## config.mk

```make
export PLATFORM = sky130hd
export DESIGN_NAME = deser_param
export DESIGN_NICKNAME = d
export VERILOG_FILES = /design/src/rtl/deser_param.sv
export SDC_FILE = /design/constraint.sdc
export NUM_CORES = 1
export LEC_CHECK = 0
export CAP_MARGIN = 20
export CORE_ASPECT_RATIO = 0.6
export CORE_MARGIN = 2
export CORE_UTILIZATION = 45
export DETAILED_ROUTE_END_ITERATION = 8
export PLACE_DENSITY = 0.69
export SLEW_MARGIN = 20
export SYNTH_ARGS = -nofsm -noshare
export SYNTH_HDL_FRONTEND = slang
export SYNTH_SLANG_ARGS = --single-unit
```

## constraint.sdc

```tcl
create_clock -name clk -period 2.23 [get_ports clk]
set_input_delay 0.223 -clock clk [delete_from_list [all_inputs] [get_ports clk]]
set_output_delay 0.223 -clock clk [all_outputs]
set_load 0.02 [all_outputs]
```

## src/rtl/deser_param.sv

```systemverilog
// Serial-to-parallel deserializer for the UART receive path: gathers DATA_WIDTH
// strobed bits in a shadow register and commits whole words with parity.
module deser_param #(
    parameter int DATA_WIDTH     = 8,
    parameter int LSB_FIRST      = 1,
    parameter int CLEAR_ON_ERROR = 0
) (
    input  logic                          clk,
    input  logic                          rst,
    input  logic                          deser_en,
    input  logic                          sampled_bit,
    input  logic                          error_happened,
    output logic [DATA_WIDTH-1:0]         P_DATA,
    output logic                          data_valid,
    output logic                          par_bit,
    output logic                          busy,
    output logic [$clog2(DATA_WIDTH)-1:0] bit_cnt
);

    localparam int CNT_W = $clog2(DATA_WIDTH);
    localparam logic [CNT_W-1:0] LAST_CNT = CNT_W'(DATA_WIDTH - 1);

    typedef enum logic {IDLE, COLLECT} state_t;

    state_t                state;
    logic [DATA_WIDTH-1:0] shadow_p0;
    logic [DATA_WIDTH-1:0] word_next;

    function automatic logic word_parity(input logic [DATA_WIDTH-1:0] w);
        return ^w;
    endfunction

    // Arrival index cnt maps to bit cnt (LSB first) or DATA_WIDTH-1-cnt (MSB first).
    function automatic logic [DATA_WIDTH-1:0] place_bit(input logic [DATA_WIDTH-1:0] w,
                                                        input logic [CNT_W-1:0]      cnt,
                                                        input logic                  b);
        logic [DATA_WIDTH-1:0] r;
        int                    pos;
        r   = w;
        pos = (LSB_FIRST != 0) ? int'(cnt) : (DATA_WIDTH - 1 - int'(cnt));
        for (int i = 0; i < DATA_WIDTH; i++) begin
            if (i == pos) r[i] = b;
        end
        return r;
    endfunction

    assign word_next = place_bit(shadow_p0, bit_cnt, sampled_bit);
    assign busy      = (state == COLLECT);

    always_ff @(posedge clk) begin
        if (rst) begin
            state      <= IDLE;
            shadow_p0  <= '0;
            bit_cnt    <= '0;
            P_DATA     <= '0;
            par_bit    <= 1'b0;
            data_valid <= 1'b0;
        end else if (error_happened) begin
            state      <= IDLE;
            shadow_p0  <= '0;
            bit_cnt    <= '0;
            data_valid <= 1'b0;
            if (CLEAR_ON_ERROR != 0) begin
                P_DATA  <= '0;
                par_bit <= 1'b0;
            end
        end else if (deser_en) begin
            if (bit_cnt == LAST_CNT) begin
                // Final bit: commit the shadow plus this bit straight to the output.
                P_DATA     <= word_next;
                par_bit    <= word_parity(word_next);
                data_valid <= 1'b1;
                shadow_p0  <= '0;
                bit_cnt    <= '0;
                state      <= IDLE;
            end else begin
                shadow_p0  <= word_next;
                bit_cnt    <= bit_cnt + CNT_W'(1);
                data_valid <= 1'b0;
                state      <= COLLECT;
            end
        end else begin
            data_valid <= 1'b0;
        end
    end

endmodule
```

# Word-level counts from Yosys, hierarchy flattened
# Cells that the tools add are included.
# word_totals
inputBits,5
register_bits,22
wordCells,34
# op_classes
n_reduce_logical,5
add_sub_neg,1
n_bitwise,2
mux,12
n_eq_ne,8
# ops
cell,n
== test 3 bit (first input constant),4
2-to-1 mux 1 bit,10
2-to-1 mux 8 bit,1
parity 8 bit,1
== test 2 x 3 -> 1 bit (first input constant),2
adder 3 x 1 -> 3 bit (second input constant),1
== test 1 x 3 -> 1 bit (first input constant),1
== test 3 bit (second input constant),1
logical NOT 3 bit,1
2-to-1 mux 3 bit,1
AND reduction 3 bit,1
OR reduction 3 bit,1
inverter 1 bit,2
OR reduction 2 bit,1

# Logic depth before layout (Yosys ltp)
# Gate-level depths: netlist (run 1).
# depth
word_depth,3
ltp_mapped,9
ltp_nobuf,8

# Least setup slack after synthesis (run 1)
# Ideal clock, no wire load.
# synth_timing
path_kind,register to register
startpoint,register bit_cnt[0]
endpoint,register par_bit
path_stages_with_launch,9
arrival_ns,1.947
setup_slack_ns,0.204
setup_time_ns,0.079
synth_period_minus_slack_ns,2.026
n_path_buf,2
cell_sequence,dfxtp_1 > ha_1 > ha_1 > buf_6 > nand2_1 > nor2_1 > clkbuf_1 > nor2_1 > a211oi_2
# synth_between
elab_chain_cells,3
elab_cells_between_ends,19
classes_between,eq/ne (8); mux (8); reduce/logical (3)
# synth_rtl
item,line_no,source
start: declaration,17,output logic [$clog2(DATA_WIDTH)-1:0] bit_cnt
start signal: assignment,78,bit_cnt <= bit_cnt + CNT_W'(1);
"== test 2 x 3 -> 1 bit, or another cell as far along",42,if (i == pos) r[i] = b;
2-to-1 mux 1 bit,42,
parity 8 bit,30,return ^w;
end signal: assignment,71,par_bit <= word_parity(word_next);
end: declaration,15,"output logic par_bit,"
# Parallel ways exist; a longest one is shown, timed or not.
# A chain may end at the register's enable or synchronous reset.

# Worst setup path in the final report (run 1)
# layout_timing
startpoint,register bit_cnt[1]
endpoint,register par_bit
# The elaborated chain is that of the path after synthesis.

==> results summary, run 1 <==
Setup repair after global routing left no endpoint under its margin. In this run the critical register-to-register path is launched from bit_cnt[1]. The DRC violation count after routing is 0. The worst voltage drop across the vdd grid came out at 0.0003585 V.

The tightest slew margin relative to the limit came out at 0.7358. The number of diodes added for antenna fixing is 0. The max-slew violation total from the final report came to 0.

The total routed wirelength came out at 2612 um. The tool flagged a number of max-cap violations equal to 0. Clock tree synthesis selected as its root buffer the cell sky130_fd_sc_hd__clkbuf_8. The share of the core filled with cells came out at 0.5868. For the final routed database, the setup TNS stands at 0 ps. In this run the vertical extent of the chip is 44.15 um. The count of input and output buffers came out at 18. The total vias in the final route is 1,020. The post-route clock period utilization is 0.8877. The capturing element type of the critical path is a flop. The total power draw came out at 769.0 uW. The pre-antenna-repair detailed-routing pass consisted of 4 iterations. The critical path depth came out at 8. The horizontal extent of the die is 70.91 um. The post-synth design cell area is 0.001209 mm^2.

The clock tree from TritonCTS is yes. The arrival time at the worst endpoint is 2160 ps. The flow ran to the end, and the final reports show no timing, DRC or antenna violations. In the global route stage, overall resource usage came out at 0.1825. The critical path data required time came out at 2410 ps. The largest individual stage delay along the critical path comes from the cell sky130_fd_sc_hd__nor2b_1. The total clock sinks came out at 22. The number of antenna violations at the first check in global routing came out at 0. The most critical setup path has its endpoint at par_bit.

The power per unit of standard cell area came out at 519.5 mW/mm^2. The number of buffers inserted by post-CTS setup repair came out at 0. The pin count of the biggest net entering global routing came out at 18.

The clock arrives with 2.531 ps of skew. The number of nets still failing antenna checks after routing is 0. The analysis attributes to cell leakage a power of 0.5540 nW. The final weighted congestion of routability-driven global placement came out at 0.8848.

The global-route congestion overflow total is 0. The area of the die is 0.003130 mm^2. The worst register-to-register path has a depth of 8. The largest stage delay on the critical path is 370 ps. The worst setup path is launched from a flop. The number of synthesis warnings is 0. The path type of the worst setup path is reg -> reg.

The minimum clock period is 1979 ps. The post-synthesis to final-layout area growth came out at 22.46%. The post-cts sizing count is 0. The count of different cell masters after synthesis is 34. The endpoint of the lowest-slack register-to-register path is par_bit. The clock network latency to the later pin of the worst-skew pair is 260 ps. At the pin with the least slew margin, the transition time is 395.0 ps. The flip-flop and latch count after synthesis is 22.

The initial standard-cell utilization of the core came out at 0.4792. Dividing the detail-routed via count by the number of cells gives 5.368. In this run the count of I/O pins placed on the die edge is 19.

The worst path buffer plus inverter count came out at 1. In this run the number of H-tree levels came out at 1. The number of rows in the core area is 14. The DRC violation total after the first TritonRoute iteration came out at 50.

Walking the worst path, the cells encountered are inv_1 > ha_1 > nor2b_1 > o21ai_0 > o21ai_1 > xor2_1 > xnor2_1 > a211oi_2. Tracing the worst setup path back leads to its startpoint at bit_cnt[1]. The number of CTS-inserted buffers came out at 3. The hold-critical path depth came out at 2. The worst setup slack for register-to-register paths came out at 250 ps.

In this design, the largest share of critical-path delay is due to compound AO/OA/AOI/OAI gates. The min-delay analysis places its worst path in the category reg -> reg. The number of nets in the layout is 170. The post-cts hold buffer count came out at 0.

The number of global-route vias before repair was 957. The routed length per instance is 13.75 um. The number of cells produced by synthesis is 138. The share of cells above drive strength 1 is 0.1076. The area inside the core boundary is 0.002522 mm^2. Summed over all nets, the half-perimeter wirelength after detailed placement is 1969 um. The number of hold violations in the final report was 0. The maximum number of buffers from clock root to sink came out at 2. The net count after synthesis came out at 149.

The average footprint of a synthesized cell is 8.758 um^2. Clock-pin slew was measured on the worst setup and hold paths at 80 ps. The peak fanout along the critical path came out at 5. The portion of the post-synthesis area used by sequential elements is 0.3644. The maximum achievable frequency is 505.2 MHz. The first global-routing pass estimated 4319 um of wire. Setup violations remaining at the end of the flow were counted as 0.
[sequential cells by signal, indices dropped and copies added (netlist names)]
signal	cells
P_DATA	8
bit_cnt	3
busy	1
data_valid	1
par_bit	1
shadow_p0	8
[cells in the final DEF, fill, tap and decap left out, drive strengths merged, types with 3 or more instances in the layout]
cell type / Yosys / layout
a32oi: 3 / 3
buf: 4 / 7
xor2: 6 / 6
inv: 7 / 7
ha: 6 / 6
dfxtp: 22 / 22
xnor2: 6 / 6
and2: 3 / 3
nand2: 9 / 9
mux2i: 7 / 7
clkbuf: 5 / 4
a211oi: 8 / 8
o21ai: 7 / 7
nor2: 22 / 22
a21oi: 4 / 4
clkdlybuf4s50: 0 / 18
[cell usage after synthesis]
master	n	area [um^2]
sky130_fd_sc_hd__a32oi_1	3	26.28
sky130_fd_sc_hd__o211a_1	1	10.01
sky130_fd_sc_hd__nand3_1	1	5.000
sky130_fd_sc_hd__nor2_1	22	82.58
sky130_fd_sc_hd__mux2i_4	1	22.52
sky130_fd_sc_hd__mux2i_1	6	60.06
sky130_fd_sc_hd__nor2b_1	2	12.51
sky130_fd_sc_hd__ha_1	6	75.07
sky130_fd_sc_hd__and2_1	3	18.77
sky130_fd_sc_hd__xor2_1	6	52.55
sky130_fd_sc_hd__nand2b_1	1	6.260
sky130_fd_sc_hd__o22ai_1	2	12.51
sky130_fd_sc_hd__clkbuf_1	5	18.77
sky130_fd_sc_hd__xnor2_1	6	52.55
sky130_fd_sc_hd__nor3_1	1	5.000
sky130_fd_sc_hd__buf_4	1	7.510
sky130_fd_sc_hd__inv_2	1	3.750
sky130_fd_sc_hd__dfxtp_1	22	440.4
sky130_fd_sc_hd__a211oi_1	7	52.55
sky130_fd_sc_hd__a2bb2oi_1	1	8.760
sky130_fd_sc_hd__o311ai_1	1	8.760
sky130_fd_sc_hd__nand2_1	9	33.78
sky130_fd_sc_hd__inv_1	6	22.52
sky130_fd_sc_hd__o21ai_0	7	35.03
sky130_fd_sc_hd__a22oi_1	1	7.510
sky130_fd_sc_hd__a221o_1	1	10.01
sky130_fd_sc_hd__and3_1	1	6.260
sky130_fd_sc_hd__buf_6	3	33.78
sky130_fd_sc_hd__a31oi_1	2	12.51
sky130_fd_sc_hd__a311oi_1	1	8.760
sky130_fd_sc_hd__or2_2	1	6.260
sky130_fd_sc_hd__o22a_1	2	17.52
sky130_fd_sc_hd__a21oi_1	4	20.02
sky130_fd_sc_hd__a211oi_2	1	12.51
[layer usage]
layer / up-vias / share of wire / track usage
met2: 20 / 0.45 / 0.3084
met4: 0 / 0.011 / 0.06038
met5: - / 0 / 0
met1: 476 / 0.50 / 0.2325
met3: 6 / 0.038 / 0.04784
li1: 518 / - / -
[area by class of cell]
type | instances | area (um^2)
clock buffer | 4 | 55.05
fill | 229 | 1042
inverter | 7 | 26.28
multi-input combinational | 100 | 684.4
sequential | 22 | 441.7
tap | 32 | 40.04
timing repair buffer | 25 | 232.7
[where the power goes]
part	internal (mW)	total (mW)	switching (mW)
logic	0.0377	0.0854	0.0477
registers	0.396	0.400	0.00363
clock network	0.157	0.284	0.127
[worst min-delay path by stage]
stage	slack [ps]	start	end
after floorplan	410	deser_en	data_valid
after global placement	470	busy	busy
after detailed placement	470	P_DATA[7]	P_DATA[7]
after CTS	490	P_DATA[7]	P_DATA[7]
after global routing	510	P_DATA[6]	P_DATA[6]
final	490	P_DATA[7]	P_DATA[7]
[kinds of logic (layout without fill, tap and decap cells)]
logic type	count (synthesis)	count (layout)	share of synthesized area
flops	22	22	0.3644
compound gates	34	34	0.2008
mux	7	7	0.06832
xor+xnor	12	12	0.08696
buf+inv	16	36	0.07143
simple gates	41	41	0.1460
fa+ha+maj	6	6	0.06211
[stage by stage]
| step | hold WS (ps) | setup slack [ps] | cell area [um^2] | cells |
|---|---|---|---|---|
| after floorplan | 408.4 | 203.8 | 1209 | 138 |
| after detailed placement | 469.3 | 87.55 | 1421 | 186 |
| final | 486.0 | 250.5 | 1480 | 190 |
| after global placement | 469.7 | 136.1 | 1421 | 186 |
| after CTS | 485.6 | 64.16 | 1476 | 190 |
| after global routing | 510.9 | 61.95 | 1480 | 190 |
[worst reg2reg max path, cell delays in order (launching register included)]
cell and delay, ps:
sky130_fd_sc_hd__dfxtp_1 340, sky130_fd_sc_hd__inv_1 100, sky130_fd_sc_hd__ha_1 290, sky130_fd_sc_hd__nor2b_1 370, sky130_fd_sc_hd__o21ai_0 140, sky130_fd_sc_hd__o21ai_1 140, sky130_fd_sc_hd__xor2_1 210, sky130_fd_sc_hd__xnor2_1 100
sky130_fd_sc_hd__a211oi_2 220
Note: power is estimated with default switching activity, not from simulation.
==> inputs of run 2 (changes only) <==
--- a/config.mk
+++ b/config.mk
@@ -7,7 +7,7 @@
 export LEC_CHECK = 0
 export CAP_MARGIN = 20
 export CORE_ASPECT_RATIO = 0.6
-export CORE_MARGIN = 2
+export CORE_MARGIN = 3
 export CORE_UTILIZATION = 45
 export DETAILED_ROUTE_END_ITERATION = 8
 export PLACE_DENSITY = 0.69
==> run 2 against run 1 <==
  * Global-route usage down 1.0 points
  * Sequential share of layout area down 0.059 points
  * Non-clock buffer count down 1
  * Fmax down 2.3%
  * Flip-flop and latch count unchanged
  * Combinational power up 3.2%
  * Critical path depth unchanged
  * Die area up 7.5%
  * Count of clock-buffer cells in the layout unchanged
  * First-iteration DRC count up 64%
  * Final cell count down 1.6%
  * Largest cell class unchanged
==> results summary, run 2 (same netlist as run 1, synthesis figures left out) <==
Run status: finished, final reports clean (unchanged). The pin count of the biggest net entering global routing came out at 19 (was 18). Largest registers: P_DATA: 8 flops, shadow_p0: 8 flops, bit_cnt: 3 flops (unchanged). The initial standard-cell utilization of the core came out at 0.5160 (was 0.4792).

The maximum number of buffers from clock root to sink is 2 (unchanged). The post-synthesis to final-layout area growth is 22.36% (was 22.46%). The total vias in the final route was 1,027 (was 1,020). The final setup skew came out at 3.438 ps (was 2.531 ps). The post-cts sizing count came out at 0 (unchanged). The final weighted congestion of routability-driven global placement came out at 0.9288 (was 0.8848). The DRC violation count after routing is 0 (unchanged). The area inside the core boundary came out at 0.002342 mm^2 (was 0.002522 mm^2). The clock tree root driver cell is sky130_fd_sc_hd__clkbuf_8 (unchanged). The number of global-route vias before repair came out at 928 (was 957). The share of cells above drive strength 1 was 0.08917 (was 0.1076). The horizontal extent of the die was 72.91 um (was 70.91 um). The number of antenna violations at the first check in global routing is 0 (unchanged). The minimum clock period came out at 2025 ps (was 1979 ps).

The routed length per instance is 13.99 um (was 13.75 um). The vertical die dimension is 46.15 um (was 44.15 um). The max-slew violation total from the final report is 0 (unchanged).

The capturing element type of the critical path is a flop (unchanged). The final number of setup-violating endpoints is 0 (unchanged). The maximum achievable frequency came to 493.7 MHz (was 505.2 MHz). The global-route congestion overflow total was 0 (unchanged). The clock network latency to the later pin of the worst-skew pair is 270 ps (was 260 ps). The post-cts hold buffer count is 0 (unchanged). The power per unit of standard cell area was 525.7 mW/mm^2 (was 519.5 mW/mm^2). RSZ-0062 raised after global routing: false (unchanged).

The first-pass GRT wire length is 4333 um (was 4319 um). The routed via count divided by cell count came out at 5.492 (was 5.368). The share of the core filled with cells is 0.6314 (was 0.5868).

The number of rows in the core area is 13 (was 14). The peak fanout along the critical path is 6 (was 5). Most frequent cells in the layout: 22 x sky130_fd_sc_hd__dfxtp_1, 22 x sky130_fd_sc_hd__nor2_1, 18 x sky130_fd_sc_hd__clkdlybuf4s50_1 (was 22 x sky130_fd_sc_hd__nor2_1, 21 x sky130_fd_sc_hd__dfxtp_1, 18 x sky130_fd_sc_hd__clkdlybuf4s50_1).

The tightest slew margin relative to the limit came to 0.7287 (was 0.7358). The kind of start point of the critical path is a flop (unchanged). The count of input and output buffers came out at 18 (unchanged). The HPWL after detailed placement is 1968 um (was 1969 um). The total routed wirelength is 2616 um (was 2612 um). The number of CTS-inserted buffers is 3 (unchanged).

The setup TNS came to 0 ps (unchanged). The DRC violation total after the first TritonRoute iteration is 82 (was 50). The total track usage came to 0.1724 (was 0.1825). The number of nets still failing antenna checks after routing is 0 (unchanged). The total clock sinks was 22 (unchanged). The transition time at the pin with the least slew margin came out at 400.7 ps (was 395.0 ps). The first-pass detailed-route iteration total is 4 (unchanged).

The number of buffers inserted by post-CTS setup repair is 0 (unchanged). The clock transition at the registers of the reported paths was 80 ps (about the same). The leakage power is 0.5547 nW (was 0.5540 nW).

The arrival time at the worst endpoint is 2220 ps (was 2160 ps). The clock tree from TritonCTS was yes (unchanged). The number of hold violations in the final report came out at 0 (unchanged). The number of nets in the layout came out at 169 (was 170). The critical path data required time was 2420 ps (was 2410 ps).

The CTS H-tree depth came out at 1 (unchanged). The number of violations of the max-capacitance limit is 0 (unchanged). The path type of the worst setup path is reg -> reg (unchanged). The I/O pin count came out at 19 (unchanged).

The worst voltage drop across the vdd grid is 0.0003845 V (was 0.0003585 V). The path type of the worst min-delay path is reg -> reg (unchanged). The post-route clock period utilization is 0.9083 (was 0.8877). The area of the die is 0.003364 mm^2 (was 0.003130 mm^2). The number of diodes added for antenna fixing came out at 0 (unchanged).
## run 2: layer usage
layer	track usage	share of wire
met1	0.2218	0.48
met2	0.2652	0.43
met3	0.07407	0.075
met4	0.04779	0.0084
met5	0	0
## run 2: final cells by class
class                      instances  area [um^2]
clock buffer                       4        55.05
multi-input combinational        100        681.9
tap                               30        37.54
fill                             215        863.3
sequential                        22        440.4
timing repair buffer              24        237.7
inverter                           7        26.28
## run 2: power by group
part	total [mW]	internal (mW)	switching (mW)
logic	0.0881	0.0392	0.0489
clock network	0.290	0.158	0.132
registers	0.400	0.396	0.00354
## run 2: final timing paths
check                                 from   endpoint  slack, ps  cells after the start
worst min-delay path             P_DATA[7]  P_DATA[7]        480                      2
worst max-delay path            bit_cnt[0]    par_bit        200                      8
worst max register to register  bit_cnt[0]    par_bit        200                      8
worst min register to register   P_DATA[7]  P_DATA[7]        480                      2
## run 2: worst max-delay path, stage by stage (launching register included)
cell and delay, ps:
sky130_fd_sc_hd__dfxtp_1 420, sky130_fd_sc_hd__ha_1 210, sky130_fd_sc_hd__ha_1 210, sky130_fd_sc_hd__mux2i_1 240, sky130_fd_sc_hd__xnor2_1 100, sky130_fd_sc_hd__a21oi_1 240
sky130_fd_sc_hd__xor2_1 210, sky130_fd_sc_hd__xnor2_1 110, sky130_fd_sc_hd__a211oi_2 210
## run 2: per-stage QoR
stage | worst slack, ps | std cells | hold slack [ps] | instance area [um^2] | power [mW]
after floorplan | 203.8 | 138 | 408.4 | 1209 | 0.4666
after global placement | 283.6 | 183 | 465.0 | 1424 | 0.4948
after detailed placement | 217.7 | 183 | 472.8 | 1424 | 0.4958
after CTS | 191.4 | 187 | 492.8 | 1479 | 0.7825
after global routing | 42.12 | 187 | 507.9 | 1479 | 0.8087
final | 204.6 | 187 | 484.0 | 1479 | 0.7775
